===== src/rtl/master_input_control_if.sv =====
// Bundle between the master controller, the input-side read sequencer and the
// per-row input memory banks. The master modport is the controlling side
// (issues start and the read geometry, observes the bank read strobes); the
// slave modport is the read sequencer itself.
interface master_input_control_if #(
    parameter int SYS_ARR_ROWS = 16,
    parameter int SYS_ARR_COLS = 16,
    parameter int ADDR_WIDTH   = 8
);
    localparam int ROW_W = $clog2(SYS_ARR_ROWS);
    localparam int COL_W = $clog2(SYS_ARR_COLS);

    logic                                 start;
    logic                                 done;
    logic [ADDR_WIDTH-1:0]                rd_base_addr;
    logic [ROW_W-1:0]                     num_rows_read;
    logic [COL_W-1:0]                     num_cols_read;
    logic [SYS_ARR_ROWS-1:0]              rd_en;
    logic [SYS_ARR_ROWS*ADDR_WIDTH-1:0]   rd_addr;
    logic [SYS_ARR_ROWS-1:0]              data_valid;

    modport master (
        output start,
        output rd_base_addr,
        output num_rows_read,
        output num_cols_read,
        input  done,
        input  rd_en,
        input  rd_addr,
        input  data_valid
    );

    modport slave (
        input  start,
        input  rd_base_addr,
        input  num_rows_read,
        input  num_cols_read,
        output done,
        output rd_en,
        output rd_addr,
        output data_valid
    );
endinterface


===== src/rtl/master_input_control.sv =====
// Input-side read sequencer. On start it walks one input submatrix out of the
// per-row input banks. Bank i trails bank 0 by i cycles so operands reach the
// systolic array on a diagonal wavefront; data_valid follows rd_en by the
// one-cycle bank read latency.
module master_input_control #(
    parameter int SYS_ARR_ROWS = 16,
    parameter int SYS_ARR_COLS = 16,
    parameter int ADDR_WIDTH   = 8
) (
    input logic                     clk,
    input logic                     reset,
    master_input_control_if.slave   bus
);
    localparam int ROW_W = $clog2(SYS_ARR_ROWS);
    localparam int COL_W = $clog2(SYS_ARR_COLS);
    localparam int CNT_W = $clog2(SYS_ARR_ROWS + SYS_ARR_COLS);

    typedef enum logic {
        ST_IDLE = 1'b0,
        ST_RUN  = 1'b1
    } state_t;

    state_t                  state_q, state_d;
    logic [CNT_W-1:0]        count_q, count_d;
    logic [ADDR_WIDTH-1:0]   base_q, base_d;
    logic [ROW_W-1:0]        rows_q, rows_d;
    logic [COL_W-1:0]        cols_q, cols_d;
    logic [SYS_ARR_ROWS-1:0] data_valid_q;

    logic                    started;
    logic [CNT_W-1:0]        cols_ext;
    logic [CNT_W-1:0]        last_count;
    logic [SYS_ARR_ROWS-1:0] rd_en_w;
    logic [SYS_ARR_ROWS*ADDR_WIDTH-1:0] rd_addr_w;

    // The final count is R+C: bank R is the last to start and it streams C+1 words.
    assign cols_ext   = CNT_W'(cols_q);
    assign last_count = CNT_W'(rows_q) + cols_ext;
    assign started    = (state_q == ST_RUN);

    // State register: sequencer state, cycle counter and the latched read geometry.
    always_ff @(posedge clk) begin
        if (reset) begin
            state_q <= ST_IDLE;
            count_q <= '0;
            base_q  <= '0;
            rows_q  <= '0;
            cols_q  <= '0;
        end else begin
            state_q <= state_d;
            count_q <= count_d;
            base_q  <= base_d;
            rows_q  <= rows_d;
            cols_q  <= cols_d;
        end
    end

    // Next-state logic: geometry is captured only on an accepted start, so
    // input changes and stray start pulses mid-run are ignored.
    always_comb begin
        state_d = state_q;
        count_d = count_q;
        base_d  = base_q;
        rows_d  = rows_q;
        cols_d  = cols_q;
        case (state_q)
            ST_IDLE: begin
                if (bus.start) begin
                    state_d = ST_RUN;
                    count_d = '0;
                    base_d  = bus.rd_base_addr;
                    rows_d  = bus.num_rows_read;
                    cols_d  = bus.num_cols_read;
                end
            end
            ST_RUN: begin
                if (count_q == last_count) begin
                    state_d = ST_IDLE;
                    count_d = '0;
                end else begin
                    count_d = count_q + CNT_W'(1);
                end
            end
            default: begin
                state_d = ST_IDLE;
                count_d = '0;
            end
        endcase
    end

    // Per-bank skewed read window: bank gi is live while 0 <= count-gi <= C,
    // and only for banks up to R. Idle banks park their address at the base.
    for (genvar gi = 0; gi < SYS_ARR_ROWS; gi++) begin : g_bank
        localparam logic [CNT_W-1:0] BANK_OFS = CNT_W'(gi);
        localparam logic [ROW_W-1:0] BANK_IDX = ROW_W'(gi);

        logic [CNT_W-1:0] offset;
        logic             bank_en;

        assign offset  = count_q - BANK_OFS;
        assign bank_en = started
                      && (BANK_IDX <= rows_q)
                      && (count_q >= BANK_OFS)
                      && (offset <= cols_ext);

        assign rd_en_w[gi] = bank_en;
        // Address arithmetic is modulo 2^ADDR_WIDTH; wrap-around is intentional.
        assign rd_addr_w[gi*ADDR_WIDTH +: ADDR_WIDTH] =
            bank_en ? (base_q + ADDR_WIDTH'(offset)) : base_q;
    end

    // Output logic: done is simply the idle indication; strobes come from the bank windows.
    always_comb begin
        bus.done    = ~started;
        bus.rd_en   = rd_en_w;
        bus.rd_addr = rd_addr_w;
    end

    // Read data appears one cycle after the enable, so valid is the enable delayed once.
    always_ff @(posedge clk) begin
        if (reset) begin
            data_valid_q <= '0;
        end else begin
            data_valid_q <= rd_en_w;
        end
    end

    assign bus.data_valid = data_valid_q;

endmodule


===== src/flat_wrapper.sv =====
// flat-port wrapper written by rule: the top's interface ports become plain ports
module master_input_control_flat 
#(
    parameter int SYS_ARR_ROWS = 16,
    parameter int SYS_ARR_COLS = 16,
    parameter int ADDR_WIDTH   = 8
)
  (clk, reset, bus_start, bus_rd_base_addr, bus_num_rows_read, bus_num_cols_read, bus_done, bus_rd_en, bus_rd_addr, bus_data_valid);
  master_input_control_if #(.SYS_ARR_ROWS(SYS_ARR_ROWS), .SYS_ARR_COLS(SYS_ARR_COLS), .ADDR_WIDTH(ADDR_WIDTH)) bus_i ();
  input logic clk;
  input logic reset;
  input wire logic [$bits(bus_i.start)-1:0] bus_start;
  input wire logic [$bits(bus_i.rd_base_addr)-1:0] bus_rd_base_addr;
  input wire logic [$bits(bus_i.num_rows_read)-1:0] bus_num_rows_read;
  input wire logic [$bits(bus_i.num_cols_read)-1:0] bus_num_cols_read;
  output wire logic [$bits(bus_i.done)-1:0] bus_done;
  output wire logic [$bits(bus_i.rd_en)-1:0] bus_rd_en;
  output wire logic [$bits(bus_i.rd_addr)-1:0] bus_rd_addr;
  output wire logic [$bits(bus_i.data_valid)-1:0] bus_data_valid;
  assign bus_i.start = bus_start;
  assign bus_i.rd_base_addr = bus_rd_base_addr;
  assign bus_i.num_rows_read = bus_num_rows_read;
  assign bus_i.num_cols_read = bus_num_cols_read;
  assign bus_done = bus_i.done;
  assign bus_rd_en = bus_i.rd_en;
  assign bus_rd_addr = bus_i.rd_addr;
  assign bus_data_valid = bus_i.data_valid;
  master_input_control #(.SYS_ARR_ROWS(SYS_ARR_ROWS), .SYS_ARR_COLS(SYS_ARR_COLS), .ADDR_WIDTH(ADDR_WIDTH)) u_core (.clk(clk), .reset(reset), .bus(bus_i));
endmodule

===== config.mk =====
export PLATFORM = sky130hd
export DESIGN_NAME = master_input_control_flat
export DESIGN_NICKNAME = d
export VERILOG_FILES = /design/src/rtl/master_input_control_if.sv /design/src/rtl/master_input_control.sv /design/src/flat_wrapper.sv
export SDC_FILE = /design/constraint.sdc
export NUM_CORES = 1
export LEC_CHECK = 0
export ABC_AREA = 1
export CAP_MARGIN = 20
export CORE_UTILIZATION = 60
export DETAILED_ROUTE_END_ITERATION = 8
export DONT_BUFFER_PORTS = 1
export PLACE_DENSITY = 0.81
export SETUP_SLACK_MARGIN = 0.5
export SLEW_MARGIN = 40
export SYNTH_ARGS = -nofsm -noshare
export SYNTH_HDL_FRONTEND = slang
export SYNTH_SLANG_ARGS = --single-unit

===== constraint.sdc =====
create_clock -name clk -period 2.7 [get_ports clk]
set_input_delay 0.27 -clock clk [delete_from_list [all_inputs] [get_ports clk]]
set_output_delay 0.27 -clock clk [all_outputs]
set_load 0.05 [all_outputs]

==> impl_metrics.json, run 1 <==
{
  "netlist_instances": 1489,
  "synth_enable_flop_cells": 0,
  "clk_root_buffer_cell": "sky130_fd_sc_hd__clkbuf_16",
  "die_h_um": 122,
  "synth-seq-cells": 38,
  "clock_tree_buffer_depth": 2,
  "cts-resized-gates": 486,
  "dieWidth_um": 122,
  "io-pin-count": 180,
  "synthesis.area_per_instance_um2": 5.76,
  "synth_cell_types": 42,
  "syn-num-nets": 1612,
  "flow.stopped_at": "clock tree synthesis (4_1_cts)",
  "status": "stopped before the end",
  "floorplan.rows": 43,
  "gpl.final_weighted_congestion": 1.10,
  "cts_setup_buffers": 76,
  "mappedNetlistArea_um2": 8570,
  "buffer_ports.inserted": 0,
  "clock_sink_total": 38,
  "post-dp-hpwl_um": 25400,
  "cts-htree-levels": 2,
  "firstError": "[ERROR DPL-0038] Utilization greater than 100%, impossible to legalize",
  "cts_hold_buf": 0,
  "yosysSeqAreaShare_pct": 8.87,
  "synth_async_sr_flop_share_pct": 0,
  "ys.flop_type": "sky130_fd_sc_hd__dfxtp_1",
  "numCtsBuffers": 5,
  "initial_core_util_pct": 61.5,
  "yosys_warnings": 0
}
[kinds of logic after synthesis]
kind of cell,synth area share [%]
AOI/OAI and AO/OA,11.5
xor gates and xnor gates,7.84
adders and majority gates,15.6
buffers and inverters,11.8
DFF,8.87
and+or+nand+nor,44.4
[synthesized netlist by cell type (all sizes together) (10+ instances only)]
library cell  instances  area (um2)
dfxtp                38         761
clkbuf               23        87.6
o21bai               10        75.1
buf                  48         275
or2                  12        75.1
nand2               512        1980
o21ai                77         412
inv                 173         652
nand4                48         300
nand3               203        1030
a21oi                69         364
nor2                 72         315
xor2                 67         602
ha                   99        1240
[stage by stage]
step	instance area [um2]	hold slack [ns]	cells	TNS (ns)	worst slack, ns
detailed placement	11400	0.335	1741	-0.552	-0.0491
global placement	11400	0.334	1741	-0.0523	-0.0523
floorplan	9960	0.346	1489	0	0.182
==> inputs of run 2 (changes only) <==
--- a/config.mk
+++ b/config.mk
@@ -7,11 +7,10 @@
 export LEC_CHECK = 0
 export ABC_AREA = 1
 export CAP_MARGIN = 20
-export CORE_UTILIZATION = 60
+export CORE_UTILIZATION = 40
 export DETAILED_ROUTE_END_ITERATION = 8
 export DONT_BUFFER_PORTS = 1
-export PLACE_DENSITY = 0.81
-export SETUP_SLACK_MARGIN = 0.5
+export PLACE_DENSITY_LB_ADDON = 0.15
 export SLEW_MARGIN = 40
 export SYNTH_ARGS = -nofsm -noshare
 export SYNTH_HDL_FRONTEND = slang
==> constraint.sdc (replaced) <==
create_clock -name clk -period 3.5 [get_ports clk]
set_input_delay 0.35 -clock clk [delete_from_list [all_inputs] [get_ports clk]]
set_output_delay 0.35 -clock clk [all_outputs]
set_load 0.05 [all_outputs]
==> impl_metrics.json, run 2 <==
{
  "clock_insertion_delay_worst_skew_ns": 0.30,
  "synth_async_sr_flop_share_pct": 0,
  "drtIter0Drc": 737,
  "floorplan.rows": 53,
  "critPathMaxFanout": 14,
  "synth_top_cell_by_area": "sky130_fd_sc_hd__nand2_1",
  "net_switching_power_mw": 1.90,
  "first_global_vias": 9192,
  "timing.final.crit_share_pct": 95.4,
  "worstMarginPinSlew_ns": 0.893,
  "number_of_stages_on_the_worst_setup_path": 15,
  "timing.final.max_slew_violations": 0,
  "num-fill-cells": 2094,
  "ys.flop_type": "sky130_fd_sc_hd__dfxtp_1",
  "multi_input_comb_area_um2": 6940,
  "detail_route.vias_per_cell": 5.49,
  "area_delta_synth_final_pct": 31.6,
  "clk_root_buffer_cell": "sky130_fd_sc_hd__clkbuf_16",
  "hold_path.startpoint": "reset",
  "synth-seq-cells": 38,
  "final_cell_area_um2": 11300,
  "worst_setup_startpoint": "u_core.count_q[3]",
  "detailed_route_wl_um": 34000,
  "setup_viol": 0,
  "synth_cell_types": 42,
  "post_route_cells_drive_above_1_share_pct": 16.2,
  "vdd.ir_drop.worst_v": 0.000265,
  "drt_pass1_iterations": 5,
  "io-pin-count": 180,
  "final_cell_mix": "495 x sky130_fd_sc_hd__nand2_1, 200 x sky130_fd_sc_hd__nand3_1, 164 x sky130_fd_sc_hd__inv_1",
  "total_leakage_power_nw": 6.05,
  "arrival_ns": 2.99,
  "clock_tree_buffer_depth": 2,
  "critical_path_buf_inv_count": 4,
  "floorplan.die_area_um2": 22000,
  "grt_util_all_layers_pct": 30.5,
  "clock_network_power_share_pct": 17.5,
  "worstPathRequired_ns": 3.15,
  "largest_delay_share_family_worst_path": "simple AND/OR/NAND/NOR gates",
  "grt_max_degree": 34,
  "worst_hold_path_cells": 1,
  "place_area_um2": 10900,
  "numCtsBuffers": 5,
  "worstReg2RegStart": "u_core.count_q[0]",
  "cts-htree-levels": 2,
  "timing.critical_path.slowest_stage_cell": "sky130_fd_sc_hd__dfxtp_1",
  "synthesis.area_per_instance_um2": 5.76,
  "antenna_violations_before_repair": 1,
  "max_freq_mhz": 300,
  "end_kind": "output pin",
  "post-dp-hpwl_um": 26400,
  "die_h_um": 148,
  "status": "finished clean",
  "power.density_nw_per_um2": 320,
  "slew_limit_headroom_pct": 40.4,
  "yosys_warnings": 0,
  "dieWidth_um": 148,
  "worstPathCellList": "buf_6, ha_2, inv_2, nor2_2, xor2_2, inv_1, ha_1, a21oi_1, or2_2, nand2_1, nand2_1, nand2_1, nand3_1, nand2_1, buf_12",
  "clock_tree_from_tritoncts": "yes",
  "diodes": 0,
  "yosysSeqAreaShare_pct": 8.87,
  "cp_common_cell": "sky130_fd_sc_hd__nand2_1",
  "worstSetupStartpointType": "flip-flop",
  "netlist_top_cells_area": "sky130_fd_sc_hd__nand2_1 22%, sky130_fd_sc_hd__ha_1 14%, sky130_fd_sc_hd__nand3_1 12%, sky130_fd_sc_hd__dfxtp_1 8.9%, sky130_fd_sc_hd__inv_1 7.4%",
  "netlist_instances": 1489,
  "mostFrequentLayoutCell": "sky130_fd_sc_hd__nand2_1",
  "drcViolationCount": 0,
  "buffer_ports.inserted": 0,
  "finalClockSkew_ns": 0.0112,
  "core_region_area_um2": 21000,
  "nNetsFinal": 1717,
  "synth.most_common_cell": "sky130_fd_sc_hd__nand2_1",
  "drt-wirelength-per-cell_um": 18.2,
  "synthDominantCellAreaShare_pct": 21.9,
  "slowest_delay_ns": 0.36,
  "largest_reg_flops": 16,
  "maxCapViolations": 0,
  "initial_core_util_pct": 40.8,
  "sequential_cell_area_um2": 763,
  "setup.worst_path.class": "flip-flop to output pin",
  "cts.reportedPaths.clkPinSlew_ns": 0.06,
  "totalPowerFinal_mw": 3.61,
  "grt_ovf": 0,
  "gpl.final_weighted_congestion": 0.960,
  "antenna_violating_nets_post_route": 0,
  "worst_hold_path_type": "input port to flip-flop",
  "power_frac_comb_pct": 68.8,
  "ys_top_cells_by_count": "500 x sky130_fd_sc_hd__nand2_1, 201 x sky130_fd_sc_hd__nand3_1, 168 x sky130_fd_sc_hd__inv_1, 99 x sky130_fd_sc_hd__ha_1, 70 x sky130_fd_sc_hd__o21ai_0",
  "clock_sink_total": 38,
  "wire_length_of_the_first_global_routing_pass_um": 51800,
  "rsz0062_at_grt": "false",
  "swShare_pct": 52.5,
  "mappedNetlistArea_um2": 8570,
  "detailroute.via_count": 10300,
  "syn-num-nets": 1612,
  "fin_util_pct": 53.7,
  "hold_violations": 0,
  "sequentialPowerShare_pct": 13.6,
  "synth_enable_flop_cells": 0,
  "reg2regPathDepth": 9,
  "internal_power_mw": 1.72,
  "final_period_minus_worst_setup_slack_ns": 3.34
}
run 2: cell counts after synthesis:
Identical to the previous run, type by type.
run 2: timing repair:
| action | in CTS | in global routing |
|---|---|---|
| pin swaps | 0 | 2 |
| hold buffers | 0 | 0 |
| buffers inserted | 0 | 6 |
| resized for setup | 5 | 30 |
| setup endpoints to repair | 3 | 75 |
run 2: power groups by stage:
stage | Clock [mW] | Combinational (mW) | Sequential [mW]
detailed placement | 0 | 2.43 | 0.503
finish | 0.633 | 2.49 | 0.493
floorplan | 0 | 1.56 | 0.497
global route | 0.659 | 2.66 | 0.497
global placement | 0 | 2.42 | 0.502
CTS | 0.642 | 2.44 | 0.493
run 2: per-stage QoR:
stage / hold WS (ns) / setup TNS (ns) / std cells / worst slack, ns
after global placement: 0.426 / 0 / 1856 / 0.237
final: 0.121 / 0 / 1870 / 0.161
after global routing: 0.113 / 0 / 1870 / 0.00246
after detailed placement: 0.430 / 0 / 1856 / 0.268
after floorplan: 0.426 / -0.253 / 1489 / -0.127
after CTS: 0.112 / 0 / 1864 / 0.0350
run 2: final timing paths:
path,slack [ns],end
setup / recovery,0.16,bus_rd_addr[111]
hold / removal,0.12,u_core.started
setup reg to reg,1.04,u_core.bus.data_valid[7]
hold reg to reg,0.56,u_core.count_q[1]
run 2: area by class of cell:
| type | instances | share of cell area [%] |
|---|---|---|
| Multi-Input combinational cell | 1207 | 61.5 |
| Clock inverter | 3 | 0.610 |
| Timing Repair Buffer | 169 | 21.2 |
| Inverter | 173 | 5.78 |
| Tap cell | 275 | 3.05 |
| Clock buffer | 5 | 1.11 |
| Sequential cell | 38 | 6.76 |
run 2: cells by family after synthesis:
kind of cell | Yosys count | synth area share, %
AND/OR/NAND/NOR | 855 | 44.4
buffers and inverters | 244 | 11.8
AO/OA/AOI/OAI | 173 | 11.5
adder cells (fa/ha/maj) | 104 | 15.6
XOR/XNOR | 75 | 7.84
flip-flops | 38 | 8.87
run 2: metal layers:
| layer | track usage, % | vias to the layer above | wire, um |
|---|---|---|---|
| met1 | 42.3 | 4730 | 15100 |
| met2 | 47.7 | 431 | 15100 |
| met4 | 10.7 | 0 | 1110 |
| met3 | 4.42 | 69 | 2600 |
| li1 | - | 5036 | - |
| met5 | 0 | - | 0 |
No activity file was read; power rests on OpenSTA's default activity.
==> inputs of run 3 (changes only) <==
--- a/config.mk
+++ b/config.mk
@@ -11,6 +11,7 @@
 export DETAILED_ROUTE_END_ITERATION = 8
 export DONT_BUFFER_PORTS = 1
 export PLACE_DENSITY_LB_ADDON = 0.15
+export REMOVE_ABC_BUFFERS = 1
 export SLEW_MARGIN = 40
 export SYNTH_ARGS = -nofsm -noshare
 export SYNTH_HDL_FRONTEND = slang
==> impl_metrics.json, run 3 (same netlist as run 2, synthesis figures left out) <==
{
  "status": "finished clean",
  "area_delta_synth_final_pct": 31.4,
  "worstPathRequired_ns": 3.15,
  "arrival_ns": 2.99,
  "dp_cells": 1853,
  "die_h_um": 148,
  "detail_route.vias_per_cell": 5.37,
  "clock_tree_buffer_depth": 2,
  "worst_hold_path_cells": 1,
  "reg2regPathDepth": 10,
  "setup_tns_ns": 0,
  "post_route_cells_drive_above_1_share_pct": 16.3,
  "final_cell_mix": "496 x sky130_fd_sc_hd__nand2_1, 200 x sky130_fd_sc_hd__nand3_1, 164 x sky130_fd_sc_hd__inv_1",
  "diodes": 0,
  "io-pin-count": 180,
  "largest_reg_flops": 16,
  "nNetsFinal": 1713,
  "num-fill-cells": 2083,
  "maxCapViolations": 0,
  "buffer_ports.inserted": 0,
  "grt_util_all_layers_pct": 28.3,
  "worst_r2r_endpoint": "u_core.bus.data_valid[2]",
  "worstReg2RegStart": "u_core.count_q[1]",
  "wire_length_of_the_first_global_routing_pass_um": 48800,
  "first_global_vias": 8991,
  "reg2reg_slack_ns": 1.00,
  "floorplan.rows": 53,
  "total_leakage_power_nw": 6.01,
  "vdd.ir_drop.worst_v": 0.000286,
  "hold_path.startpoint": "reset",
  "setup.worst_path.class": "flip-flop to output pin",
  "worstSetupStartpointType": "flip-flop",
  "drtIter0Drc": 669,
  "post-dp-hpwl_um": 23400,
  "sequential_cell_area_um2": 772,
  "drt_pass1_iterations": 5,
  "detailroute.via_count": 10000,
  "setup_viol": 0,
  "stdcell_count": 1866,
  "multi_input_comb_area_um2": 6960,
  "mostFrequentLayoutCell": "sky130_fd_sc_hd__nand2_1",
  "timing.final.crit_share_pct": 95.5,
  "gpl.final_weighted_congestion": 0.998,
  "clock_tree_from_tritoncts": "yes",
  "finalClockSkew_ns": 0.0158,
  "clock_sink_total": 38,
  "critPathMaxFanout": 7,
  "cts.reportedPaths.clkPinSlew_ns": 0.08,
  "worstMarginPinSlew_ns": 0.876,
  "antenna_violating_nets_post_route": 0,
  "floorplan.die_area_um2": 22000,
  "antenna_violations_before_repair": 0,
  "worstHoldEndpoint": "u_core.bus.data_valid[1]",
  "final_period_minus_worst_setup_slack_ns": 3.34,
  "grt_ovf": 0,
  "initial_core_util_pct": 40.8,
  "numCtsBuffers": 5,
  "detailed_route_wl_um": 31700,
  "drcViolationCount": 0,
  "core_region_area_um2": 21000,
  "dieWidth_um": 148,
  "end_kind": "output pin",
  "slew_limit_headroom_pct": 41.5,
  "timing.final.max_slew_violations": 0,
  "clock_insertion_delay_worst_skew_ns": 0.32,
  "hold_violations": 0,
  "drt-wirelength-per-cell_um": 17.0,
  "max_freq_mhz": 299,
  "worst_setup_startpoint": "u_core.count_q[2]",
  "power.density_nw_per_um2": 322,
  "clk_root_buffer_cell": "sky130_fd_sc_hd__clkbuf_16",
  "grt_max_degree": 59,
  "worst_hold_path_type": "input port to flip-flop",
  "timing.hold.ws_ns": 0.0923,
  "cts-htree-levels": 2
}
[run 3: cell count changes in the layout (fill, tap and decap cells not counted), moves of 2 or more]
cell and change:
sky130_fd_sc_hd__buf_4 -2, sky130_fd_sc_hd__ha_1 -2, sky130_fd_sc_hd__o21ai_4 -2, sky130_fd_sc_hd__xor2_2 +2
sky130_fd_sc_hd__ha_2 -2, sky130_fd_sc_hd__dfxtp_4 +2, sky130_fd_sc_hd__inv_2 -2, sky130_fd_sc_hd__o21ai_2 +2
sky130_fd_sc_hd__ha_4 +4, sky130_fd_sc_hd__dfxtp_1 -3, sky130_fd_sc_hd__a21oi_2 +2
[run 3: layer usage]
layer  global-route usage, %  part of all wire [%]
met2                    45.1                    45
met5                       0                     0
met3                    4.26                   6.6
met4                    9.90                   3.2
met1                    38.6                    46
[run 3: area by class of cell]
cell class | count | area share [%]
clock buffers | 5 | 1.11
inverters | 173 | 5.84
clock inverters | 3 | 0.611
well taps | 275 | 3.05
repair buffers | 165 | 20.8
multi-input cells | 1207 | 61.7
flip-flops and latches | 38 | 6.85
[run 3: how the worst max path moves through the flow]
stage / end / depth (start not counted) / slack [ns]
final: bus_rd_addr[47] / 13 / 0.16
after global routing: bus_rd_addr[12] / 10 / -0.07
after CTS: bus_rd_addr[95] / 13 / -0.03
after detailed placement: bus_rd_addr[79] / 14 / 0.12
after global placement: bus_rd_addr[15] / 14 / 0.16
after floorplan: bus_rd_addr[64] / 7 / -1.10
[run 3: what timing repair did]
item / CTS / global route
setup buffers: 3 / 2
pin swaps: 0 / 2
gates resized for setup: 8 / 29
setup endpoints to repair: 65 / 111
hold buffers: 0 / 0
endpoints found under the hold margin: 0 / 0
[run 3: critical path, stage by stage, from the launching register on]
cell and delay [ns]:
sky130_fd_sc_hd__dfxtp_2 0.41, sky130_fd_sc_hd__buf_4 0.17, sky130_fd_sc_hd__ha_2 0.25, sky130_fd_sc_hd__inv_1 0.05
sky130_fd_sc_hd__o21ai_0 0.23, sky130_fd_sc_hd__xor2_1 0.31, sky130_fd_sc_hd__ha_1 0.34, sky130_fd_sc_hd__a21oi_1 0.22
sky130_fd_sc_hd__or2_2 0.15, sky130_fd_sc_hd__nand3_1 0.07, sky130_fd_sc_hd__nand2_1 0.09, sky130_fd_sc_hd__nand3_1 0.09
sky130_fd_sc_hd__nand2_1 0.14, sky130_fd_sc_hd__buf_12 0.14
[run 3: through the flow]
step	setup WS (ns)	power, mW	instance area (um2)	util [%]
final	0.158	3.63	11300	53.6
after detailed placement	0.122	2.92	10900	51.7
after global placement	0.158	2.90	10900	51.7
after global routing	-0.0748	3.84	11300	53.6
after floorplan	-1.10	2.03	8210	-
after CTS	-0.0269	3.59	11100	52.9
[run 3: power by group]
group          switching [mW]  total, mW  internal, mW  leakage, nW
Clock                   0.244      0.655         0.411       0.0940
Sequential             0.0391      0.494         0.455        0.313
Combinational            1.63       2.48         0.858         5.60
==> inputs of run 4 (changes only) <==
--- a/config.mk
+++ b/config.mk
@@ -8,6 +8,7 @@
 export ABC_AREA = 1
 export CAP_MARGIN = 20
 export CORE_UTILIZATION = 40
+export CTS_BUF_LIST = sky130_fd_sc_hd__clkbuf_2
 export DETAILED_ROUTE_END_ITERATION = 8
 export DONT_BUFFER_PORTS = 1
 export PLACE_DENSITY_LB_ADDON = 0.15
==> constraint.sdc (replaced) <==
create_clock -name clk -period 3.7 [get_ports clk]
set_input_delay 0.37 -clock clk [delete_from_list [all_inputs] [get_ports clk]]
set_output_delay 0.37 -clock clk [all_outputs]
set_load 0.05 [all_outputs]
==> impl_metrics.json, run 4 (same netlist as run 2, synthesis figures left out) <==
{
  "wire_length_of_the_first_global_routing_pass_um": 49000,
  "drt_pass1_iterations": 6,
  "power_frac_comb_pct": 76.1,
  "stdcell_count": 1866,
  "met2RoutedLength_um": 14500,
  "clock_network_power_share_pct": 8.2,
  "finalClockSkew_ns": 0.0976,
  "clock_insertion_delay_worst_skew_ns": 0.55,
  "gpl.final_weighted_congestion": 0.974,
  "max_freq_mhz": 275,
  "drtIter0Drc": 701,
  "drt-wirelength-per-cell_um": 17.4,
  "dp_cells": 1824,
  "detailed_route_wl_um": 32500,
  "post-dp-hpwl_um": 23500,
  "clock_tree_buffer_depth": 2,
  "antenna_violations_before_repair": 0,
  "detail_route.vias_per_cell": 5.37,
  "wl_met3_um": 2470,
  "hold_violations": 0,
  "worst_setup_startpoint": "u_core.count_q[1]",
  "timing.final.crit_share_pct": 98.3,
  "nNetsFinal": 1713,
  "numCtsBuffers": 5,
  "end_kind": "output pin",
  "rsz0062_at_grt": "true",
  "swShare_pct": 59.1,
  "final_period_minus_worst_setup_slack_ns": 3.64,
  "post_route_cells_drive_above_1_share_pct": 18.7,
  "setup.worst_path.class": "flip-flop to output pin",
  "initial_core_util_pct": 40.8,
  "first_global_vias": 8810,
  "internal_power_mw": 1.24,
  "worstMarginPinSlew_ns": 0.909,
  "grt_util_all_layers_pct": 28.6,
  "largest_reg_flops": 16,
  "floorplan.rows": 53,
  "setup_viol": 0,
  "timing.final.max_slew_violations": 0,
  "setup_tns_ns": 0,
  "floorplan.die_area_um2": 22000,
  "critPathMaxFanout": 7,
  "buffer_ports.inserted": 0,
  "io-pin-count": 180,
  "arrival_ns": 3.27,
  "clk_root_buffer_cell": "sky130_fd_sc_hd__clkbuf_2",
  "die_h_um": 148,
  "wl_met1_um": 14900,
  "power.density_nw_per_um2": 277,
  "vdd.ir_drop.worst_v": 0.000236,
  "dieWidth_um": 148,
  "core_region_area_um2": 21000,
  "detailroute.via_count": 10000,
  "worst_hold_path_type": "input port to flip-flop",
  "net_switching_power_mw": 1.79,
  "worstSetupStartpointType": "flip-flop",
  "area_delta_synth_final_pct": 27.6,
  "grt_ovf": 0,
  "timing.hold.ws_ns": 0.0165,
  "cts.reportedPaths.clkPinSlew_ns": 0.35,
  "slew_limit_headroom_pct": 39.3,
  "worstPathRequired_ns": 3.33,
  "top_layer_used": "met4",
  "maxCapViolations": 0,
  "clock_sink_total": 38,
  "diodes": 0,
  "worstReg2RegStart": "u_core.count_q[1]",
  "clock_tree_from_tritoncts": "yes",
  "mostFrequentLayoutCell": "sky130_fd_sc_hd__nand2_1",
  "drcViolationCount": 0,
  "final_cell_mix": "475 x sky130_fd_sc_hd__nand2_1, 199 x sky130_fd_sc_hd__nand3_1, 160 x sky130_fd_sc_hd__inv_1",
  "status": "finished clean",
  "antenna_violating_nets_post_route": 0,
  "grt_max_degree": 59,
  "total_leakage_power_nw": 5.81,
  "hold_path.startpoint": "bus_rd_base_addr[3]",
  "sequentialPowerShare_pct": 15.6,
  "cts-htree-levels": 2
}
## run 4: area by class of cell
| type | instances | area (um2) |
|---|---|---|
| Inverter | 173 | 669 |
| Sequential cell | 38 | 777 |
| Fill cell | 2183 | 10100 |
| Tap cell | 275 | 344 |
| Clock buffer | 5 | 25.0 |
| Clock inverter | 3 | 16.3 |
| Timing Repair inverter | 1 | 7.51 |
| Multi-Input combinational cell | 1208 | 7190 |
| Timing Repair Buffer | 163 | 1910 |
## run 4: layer usage
layer	GRT usage (%)	vias to the layer above
met2	45.4	394
met5	0	-
li1	-	5032
met1	40.2	4555
met3	4.88	40
met4	5.98	0
## run 4: power groups by stage
| stage | Clock, mW | Sequential (mW) | Combinational (mW) |
|---|---|---|---|
| 2_1_floorplan | 0 | 0.513 | 1.41 |
| 3_3_place_gp | 0 | 0.482 | 2.15 |
| 3_5_place_dp | 0 | 0.481 | 2.16 |
| 4_1_cts | 0.252 | 0.472 | 2.19 |
| 6_report | 0.250 | 0.475 | 2.31 |
| 5_1_grt | 0.264 | 0.477 | 2.48 |
## run 4: critical path, stage by stage, from the launching register on
cell,delay [ns]
sky130_fd_sc_hd__dfxtp_4,0.47
sky130_fd_sc_hd__clkinvlp_4,0.20
sky130_fd_sc_hd__buf_4,0.20
sky130_fd_sc_hd__ha_4,0.18
sky130_fd_sc_hd__nor2_2,0.16
sky130_fd_sc_hd__xor2_2,0.18
sky130_fd_sc_hd__inv_1,0.10
sky130_fd_sc_hd__ha_4,0.30
sky130_fd_sc_hd__a21oi_1,0.08
sky130_fd_sc_hd__or2_2,0.29
sky130_fd_sc_hd__nand2_1,0.07
sky130_fd_sc_hd__nand2_1,0.05
sky130_fd_sc_hd__nand2_1,0.10
sky130_fd_sc_hd__nand3_1,0.09
sky130_fd_sc_hd__nand2_2,0.11
sky130_fd_sc_hd__buf_12,0.13
## run 4: stage by stage
step	area (um2)	total power [mW]	worst slack [ns]	util [%]
after global placement	10200	2.63	0.145	48.5
after global routing	10900	3.22	-0.112	52.0
after detailed placement	10200	2.64	0.134	48.5
after floorplan	8210	1.92	-0.918	-
after CTS	10400	2.91	0.00532	49.7
final	10900	3.04	0.0620	52.0
## run 4: repair_timing
item	4_1_cts	5_1_grt
cloned	0	2
setup endpoints to repair	118	122
hold buffers	4	0
resized for setup	26	71
hold endpoints to repair	23	0
buffers inserted	8	20
pin swaps	3	8
## run 4: final timing paths
| check | cells past startpoint | endpoint | slack [ns] |
|---|---|---|---|
| max reg2reg | 12 | u_core.bus.data_valid[5] | 1.17 |
| max | 15 | bus_rd_addr[111] | 0.06 |
| min | 2 | u_core.base_q[3] | 0.02 |
| min reg2reg | 2 | u_core.count_q[2] | 0.56 |
